$ cat src/rtl/note_sequencer.sv
// Timed note-event sequencer driving the packed 27-bit frame of the 3-voice note decoder.
// Each voice plays for a number of duration ticks, then releases for one tick before going idle.
module note_sequencer #(
   parameter logic [15:0] TICK_DIV = 16'd50000,
   parameter int          DUR_W    = 8
) (
   input  logic             clk,
   input  logic             reset,
   input  logic             ev_valid,
   output logic             ev_ready,
   input  logic [1:0]       ev_voice,
   input  logic [6:0]       ev_note,
   input  logic [1:0]       ev_wave,
   input  logic [DUR_W-1:0] ev_dur,
   input  logic             stop,
   output logic [26:0]      notes,
   output logic [2:0]       active,
   output logic             tick,
   output logic             drop
);

   typedef enum logic [1:0] {
      IDLE = 2'd0,
      PLAY = 2'd1,
      REL  = 2'd2
   } voice_state_e;

   logic [15:0]      cnt_r;
   logic             tick_r;

   voice_state_e     state_r     [3];
   voice_state_e     state_nxt_s [3];
   logic [DUR_W-1:0] dur_r       [3];
   logic [DUR_W-1:0] dur_nxt_s   [3];
   logic             hold_r      [3];
   logic             hold_nxt_s  [3];
   logic [6:0]       note_r      [3];
   logic [6:0]       note_nxt_s  [3];
   logic [1:0]       wave_r      [3];
   logic [1:0]       wave_nxt_s  [3];

   logic             ev_ready_s;
   logic             accept_s;
   logic [26:0]      frame_nxt_s;
   logic [2:0]       active_nxt_s;
   logic [26:0]      notes_r;
   logic [2:0]       active_r;
   logic             drop_r;

   // Tick divider; tick_r is high exactly while the counter sits at TICK_DIV-1.
   always_ff @(posedge clk) begin
      if (reset) begin
         cnt_r  <= 16'd0;
         tick_r <= 1'b0;
      end else begin
         if (cnt_r == TICK_DIV - 16'd1) begin
            cnt_r <= 16'd0;
         end else begin
            cnt_r <= cnt_r + 16'd1;
         end
         tick_r <= (cnt_r == TICK_DIV - 16'd2);
      end
   end

   // Ready: a voice that is timing out a note refuses new events until its release.
   always_comb begin
      ev_ready_s = 1'b0;
      if (!reset && !stop) begin
         case (ev_voice)
            2'd0:    ev_ready_s = (state_r[0] != PLAY) || hold_r[0];
            2'd1:    ev_ready_s = (state_r[1] != PLAY) || hold_r[1];
            2'd2:    ev_ready_s = (state_r[2] != PLAY) || hold_r[2];
            default: ev_ready_s = 1'b1;
         endcase
      end else begin
         ev_ready_s = 1'b0;
      end
   end

   assign accept_s = ev_valid && ev_ready_s;

   // Per-voice next state; an accept overrides any tick for the targeted voice.
   always_comb begin
      for (int v = 0; v < 3; v++) begin
         state_nxt_s[v] = state_r[v];
         dur_nxt_s[v]   = dur_r[v];
         hold_nxt_s[v]  = hold_r[v];
         note_nxt_s[v]  = note_r[v];
         wave_nxt_s[v]  = wave_r[v];
         if (stop) begin
            state_nxt_s[v] = IDLE;
         end else if (accept_s && (ev_voice == 2'(v))) begin
            state_nxt_s[v] = PLAY;
            dur_nxt_s[v]   = ev_dur;
            hold_nxt_s[v]  = (ev_dur == '0);
            note_nxt_s[v]  = ev_note;
            wave_nxt_s[v]  = ev_wave;
         end else begin
            case (state_r[v])
               PLAY: begin
                  if (tick_r && !hold_r[v]) begin
                     if (dur_r[v] == DUR_W'(1)) begin
                        state_nxt_s[v] = REL;
                     end else begin
                        dur_nxt_s[v] = dur_r[v] - DUR_W'(1);
                     end
                  end else begin
                     state_nxt_s[v] = PLAY;
                  end
               end
               REL: begin
                  if (tick_r) begin
                     state_nxt_s[v] = IDLE;
                  end else begin
                     state_nxt_s[v] = REL;
                  end
               end
               IDLE:    state_nxt_s[v] = IDLE;
               default: state_nxt_s[v] = IDLE;
            endcase
         end
      end
   end

   // Frame assembly from next state so the decoder sees a new note one cycle after accept.
   always_comb begin
      frame_nxt_s  = 27'd0;
      active_nxt_s = 3'd0;
      for (int v = 0; v < 3; v++) begin
         case (state_nxt_s[v])
            PLAY: begin
               frame_nxt_s[9*v +: 9] = {wave_nxt_s[v], note_nxt_s[v]};
               active_nxt_s[v]       = 1'b1;
            end
            REL:     frame_nxt_s[9*v +: 9] = {wave_nxt_s[v], 7'd0};
            IDLE:    frame_nxt_s[9*v +: 9] = 9'd0;
            default: frame_nxt_s[9*v +: 9] = 9'd0;
         endcase
      end
   end

   // Voice state and output registers.
   always_ff @(posedge clk) begin
      if (reset) begin
         for (int v = 0; v < 3; v++) begin
            state_r[v] <= IDLE;
            dur_r[v]   <= '0;
            hold_r[v]  <= 1'b0;
            note_r[v]  <= 7'd0;
            wave_r[v]  <= 2'd0;
         end
         notes_r  <= 27'd0;
         active_r <= 3'd0;
         drop_r   <= 1'b0;
      end else begin
         for (int v = 0; v < 3; v++) begin
            state_r[v] <= state_nxt_s[v];
            dur_r[v]   <= dur_nxt_s[v];
            hold_r[v]  <= hold_nxt_s[v];
            note_r[v]  <= note_nxt_s[v];
            wave_r[v]  <= wave_nxt_s[v];
         end
         notes_r  <= frame_nxt_s;
         active_r <= active_nxt_s;
         drop_r   <= accept_s && (ev_voice == 2'd3);
      end
   end

   assign ev_ready = ev_ready_s;
   assign notes    = notes_r;
   assign active   = active_r;
   assign tick     = tick_r;
   assign drop     = drop_r;

endmodule
$ cat config.mk
export PLATFORM = sky130hd
export DESIGN_NAME = note_sequencer
export DESIGN_NICKNAME = d
export VERILOG_FILES = /design/src/rtl/note_sequencer.sv
export SDC_FILE = /design/constraint.sdc
export NUM_CORES = 1
export LEC_CHECK = 0
export ABC_AREA = 1
export CAP_MARGIN = 20
export CELL_PAD_IN_SITES_DETAIL_PLACEMENT = 1
export CELL_PAD_IN_SITES_GLOBAL_PLACEMENT = 1
export CORE_ASPECT_RATIO = 1.4
export CORE_MARGIN = 4
export CORE_UTILIZATION = 44
export DETAILED_ROUTE_END_ITERATION = 16
export PLACE_DENSITY = 0.95
export SYNTH_ARGS = -nofsm -noshare
export SYNTH_HDL_FRONTEND = slang
export SYNTH_SLANG_ARGS = --single-unit
$ cat constraint.sdc
create_clock -name clk -period 3.8 [get_ports clk]
set_input_delay 1.14 -clock clk [delete_from_list [all_inputs] [get_ports clk]]
set_output_delay 1.14 -clock clk [all_outputs]
set_load 0.01 [all_outputs]
==> impl_metrics.json <==
{
  "ant_nets": 0,
  "drc": 0,
  "slew_violations": 0,
  "worstPathRequired_ps": 2660,
  "fmax_mhz": 271.6,
  "crit_path_max_incr_delay_ps": 520,
  "htree_levels": 3,
  "status": "finished, final reports clean",
  "peakVddDrop_mv": 0.2841,
  "die-area_um2": 14110,
  "vias_per_cell": 5.259,
  "hold_class": "flop to flop",
  "coreArea_um2": 11940,
  "synth_nets": 809,
  "start_util": 0.4516,
  "tightest_slew_ps": 573.8,
  "synth-edff-count": 0,
  "drive_gt1_frac": 0.07358,
  "yosys_warnings": 0,
  "placed_area_um2": 6122,
  "async_reset_ff_frac": 0,
  "cp_cell_sequence": "clkdlybuf4s50_1 -> buf_4 -> nor2_4 -> nand2_1 -> nand2_1 -> nor2_1 -> nor2_4 -> dlygate4sd2_1",
  "syn_area_per_cell_um2": 7.057,
  "antenna_cells": 0,
  "dr_wl_met3_um": 462,
  "grt_pass1_wl_um": 26050,
  "crit_path_start_kind": "input pin",
  "rsz0062_at_grt": "no",
  "hold_viol": 0,
  "synth.distinct_cells": 30,
  "top_layer": "met4",
  "fp.dieH_um": 139.0,
  "crit_arrival_ps": 2540,
  "cap_violations": 0,
  "r2r_setup_slack_ps": 1260,
  "num_vias": 5133,
  "drt_wl_total_um": 15850,
  "syn_area_um2": 5391,
  "hpwlAfterDp_um": 11200,
  "relSlewSlack": 0.6165,
  "timing.final.crit_share": 0.9689,
  "cts_sinks": 108,
  "area_growth_pct": 19.33,
  "overflow": 0,
  "clock_latency_ps": 360,
  "synth_top_area_share": 0.4010,
  "cts_root_buf": "clkbuf_16",
  "grt_usage": 0.2330,
  "end_kind": "output pin",
  "wl_per_cell_um": 16.24,
  "dp_slack_ps": -130.8,
  "fin_ws_ps": 118.1,
  "gp_congestion": 0.8069,
  "drt-met1-wl_um": 6077,
  "dr.pass1.iters": 4,
  "port_buffers": 55,
  "skew_ps": 7.498,
  "fp.dieW_um": 101.6,
  "synth_cells": 764,
  "yosys.area.top_type": "dfxtp_1",
  "rows": 47,
  "ys_ff_latch": 108,
  "finalNetCount": 869,
  "power_density_nw_per_um2": 364.5,
  "setup_viol": 0,
  "clk_path_buf_depth": 2,
  "finalWorstPathRequiredPeriod_ps": 3682,
  "postCtsSetupBuffers": 0,
  "p_leak_nw": 3.146,
  "num_io_pins": 56,
  "path_class": "input pin to output pin",
  "fin_total_pwr_mw": 2.345,
  "postLayoutCellArea_um2": 6434,
  "cts_tree": "built",
  "grt_max_degree": 34,
  "yosys-top-cells-area": "dfxtp_1, nand2_1, inv_1",
  "wl_met2_um": 8548,
  "grt_pass1_vias": 5517,
  "drtIter0Drc": 115,
  "crit_path_max_fanout": 3,
  "path_clk_slew_ps": 70,
  "synth_flop_cell": "dfxtp_1",
  "cts_buffers": 9,
  "synth.yosys.seq_area_share": 0.4010,
  "antenna_found_initial": 0,
  "crit_slowest_cell": "clkdlybuf4s50_1"
}
area by class of cell:
| type | instances | area (um2) |
|---|---|---|
| tap | 147 | 183.9 |
| sequential | 108 | 2162 |
| multi-input combinational | 496 | 2572 |
| clock inverter | 7 | 87.58 |
| timing repair buffer | 75 | 699.4 |
| inverter | 134 | 503.0 |
| fill | 1562 | 5504 |
| clock buffer | 9 | 225.2 |
worst paths after layout:
check                start           end  depth (start not counted)
max            ev_voice[1]      ev_ready                          8
min           hold_r[0][2]  hold_r[0][2]                          2
max reg2reg  state_r[0][5]      notes[8]                         13
min reg2reg   hold_r[0][2]  hold_r[0][2]                          2
routing by layer:
layer | global-route usage | vias up
met3 | 0.03976 | 52
met2 | 0.4228 | 116
met4 | 0.1289 | 0
met1 | 0.2474 | 2460
met5 | 0 | -
li1 | - | 2505
Yosys cell counts (all sizes together) (2+ instances only):
| cell type | n |
|---|---|
| ha | 22 |
| nor4 | 4 |
| a21oi | 26 |
| clkbuf | 10 |
| inv | 133 |
| nor3 | 14 |
| nand3 | 64 |
| xor2 | 18 |
| nand4 | 39 |
| xnor2 | 2 |
| buf | 16 |
| dfxtp | 108 |
| nand2 | 181 |
| nor2 | 99 |
| o21ai | 26 |
power by group:
part,total [mW],switching [mW],leakage [nW],internal (mW)
Sequential,1.15,0.00832,0.872,1.14
Combinational,0.203,0.127,2.12,0.0751
Clock,0.990,0.466,0.150,0.523
Total,2.35,0.602,3.15,1.74
registers in the layout (all words and copies together) (netlist names):
register / flops
active: 3
cnt_r: 16
drop: 1
dur_r: 24
hold_r: 3
note_r: 21
notes: 27
state_r: 6
tick: 1
wave_r: 6
kinds of logic after synthesis:
logic type,count (synthesis),share of synthesized area
compound gates,52,0.05523
xor+xnor,20,0.03249
fa+ha+maj,22,0.05106
buf+inv,160,0.1218
flops,108,0.4010
simple gates,402,0.3384
layout by cell type, fill, tap and decap left out, types with 2 or more instances in the layout:
cell type | synthesis | routed
xnor2_1 | 2 | 2
a21oi_2 | 10 | 10
buf_4 | 2 | 20
dfxtp_1 | 108 | 108
nand2_4 | 3 | 3
clkbuf_16 | 0 | 9
nor4_1 | 4 | 4
nor2_1 | 95 | 95
nor3_1 | 14 | 14
inv_1 | 131 | 131
xor2_1 | 18 | 18
ha_1 | 22 | 22
clkdlybuf4s50_1 | 0 | 54
nand4_4 | 2 | 2
o21ai_1 | 5 | 5
nand2_1 | 177 | 177
clkinv_4 | 0 | 2
nand3_1 | 63 | 63
o21ai_0 | 21 | 21
a21oi_1 | 16 | 16
nor2_4 | 2 | 2
inv_2 | 2 | 2
nand4_1 | 36 | 36
timing repair:
item | CTS | global route
gates resized for setup | 1 | 0
hold buffers | 0 | 0
setup endpoints to repair | 1 | 0
critical path, delay by kind of cell:
kind / cells / cell delay (ps)
buffers and inverters: 3 / 970
AND/OR/NAND/NOR: 5 / 430
per-stage QoR:
stage | util | instances | hold slack, ps | setup TNS (ps)
final | 0.5389 | 976 | 488.5 | 0
after global routing | 0.5389 | 976 | 519.8 | 0
after CTS | 0.5389 | 976 | 489.7 | 0
after detailed placement | 0.5128 | 960 | 471.8 | -130.8
after global placement | 0.5128 | 960 | 458.9 | -108.7
after floorplan | - | 764 | 441.5 | 0
Power figures use the tool's default switching activity.
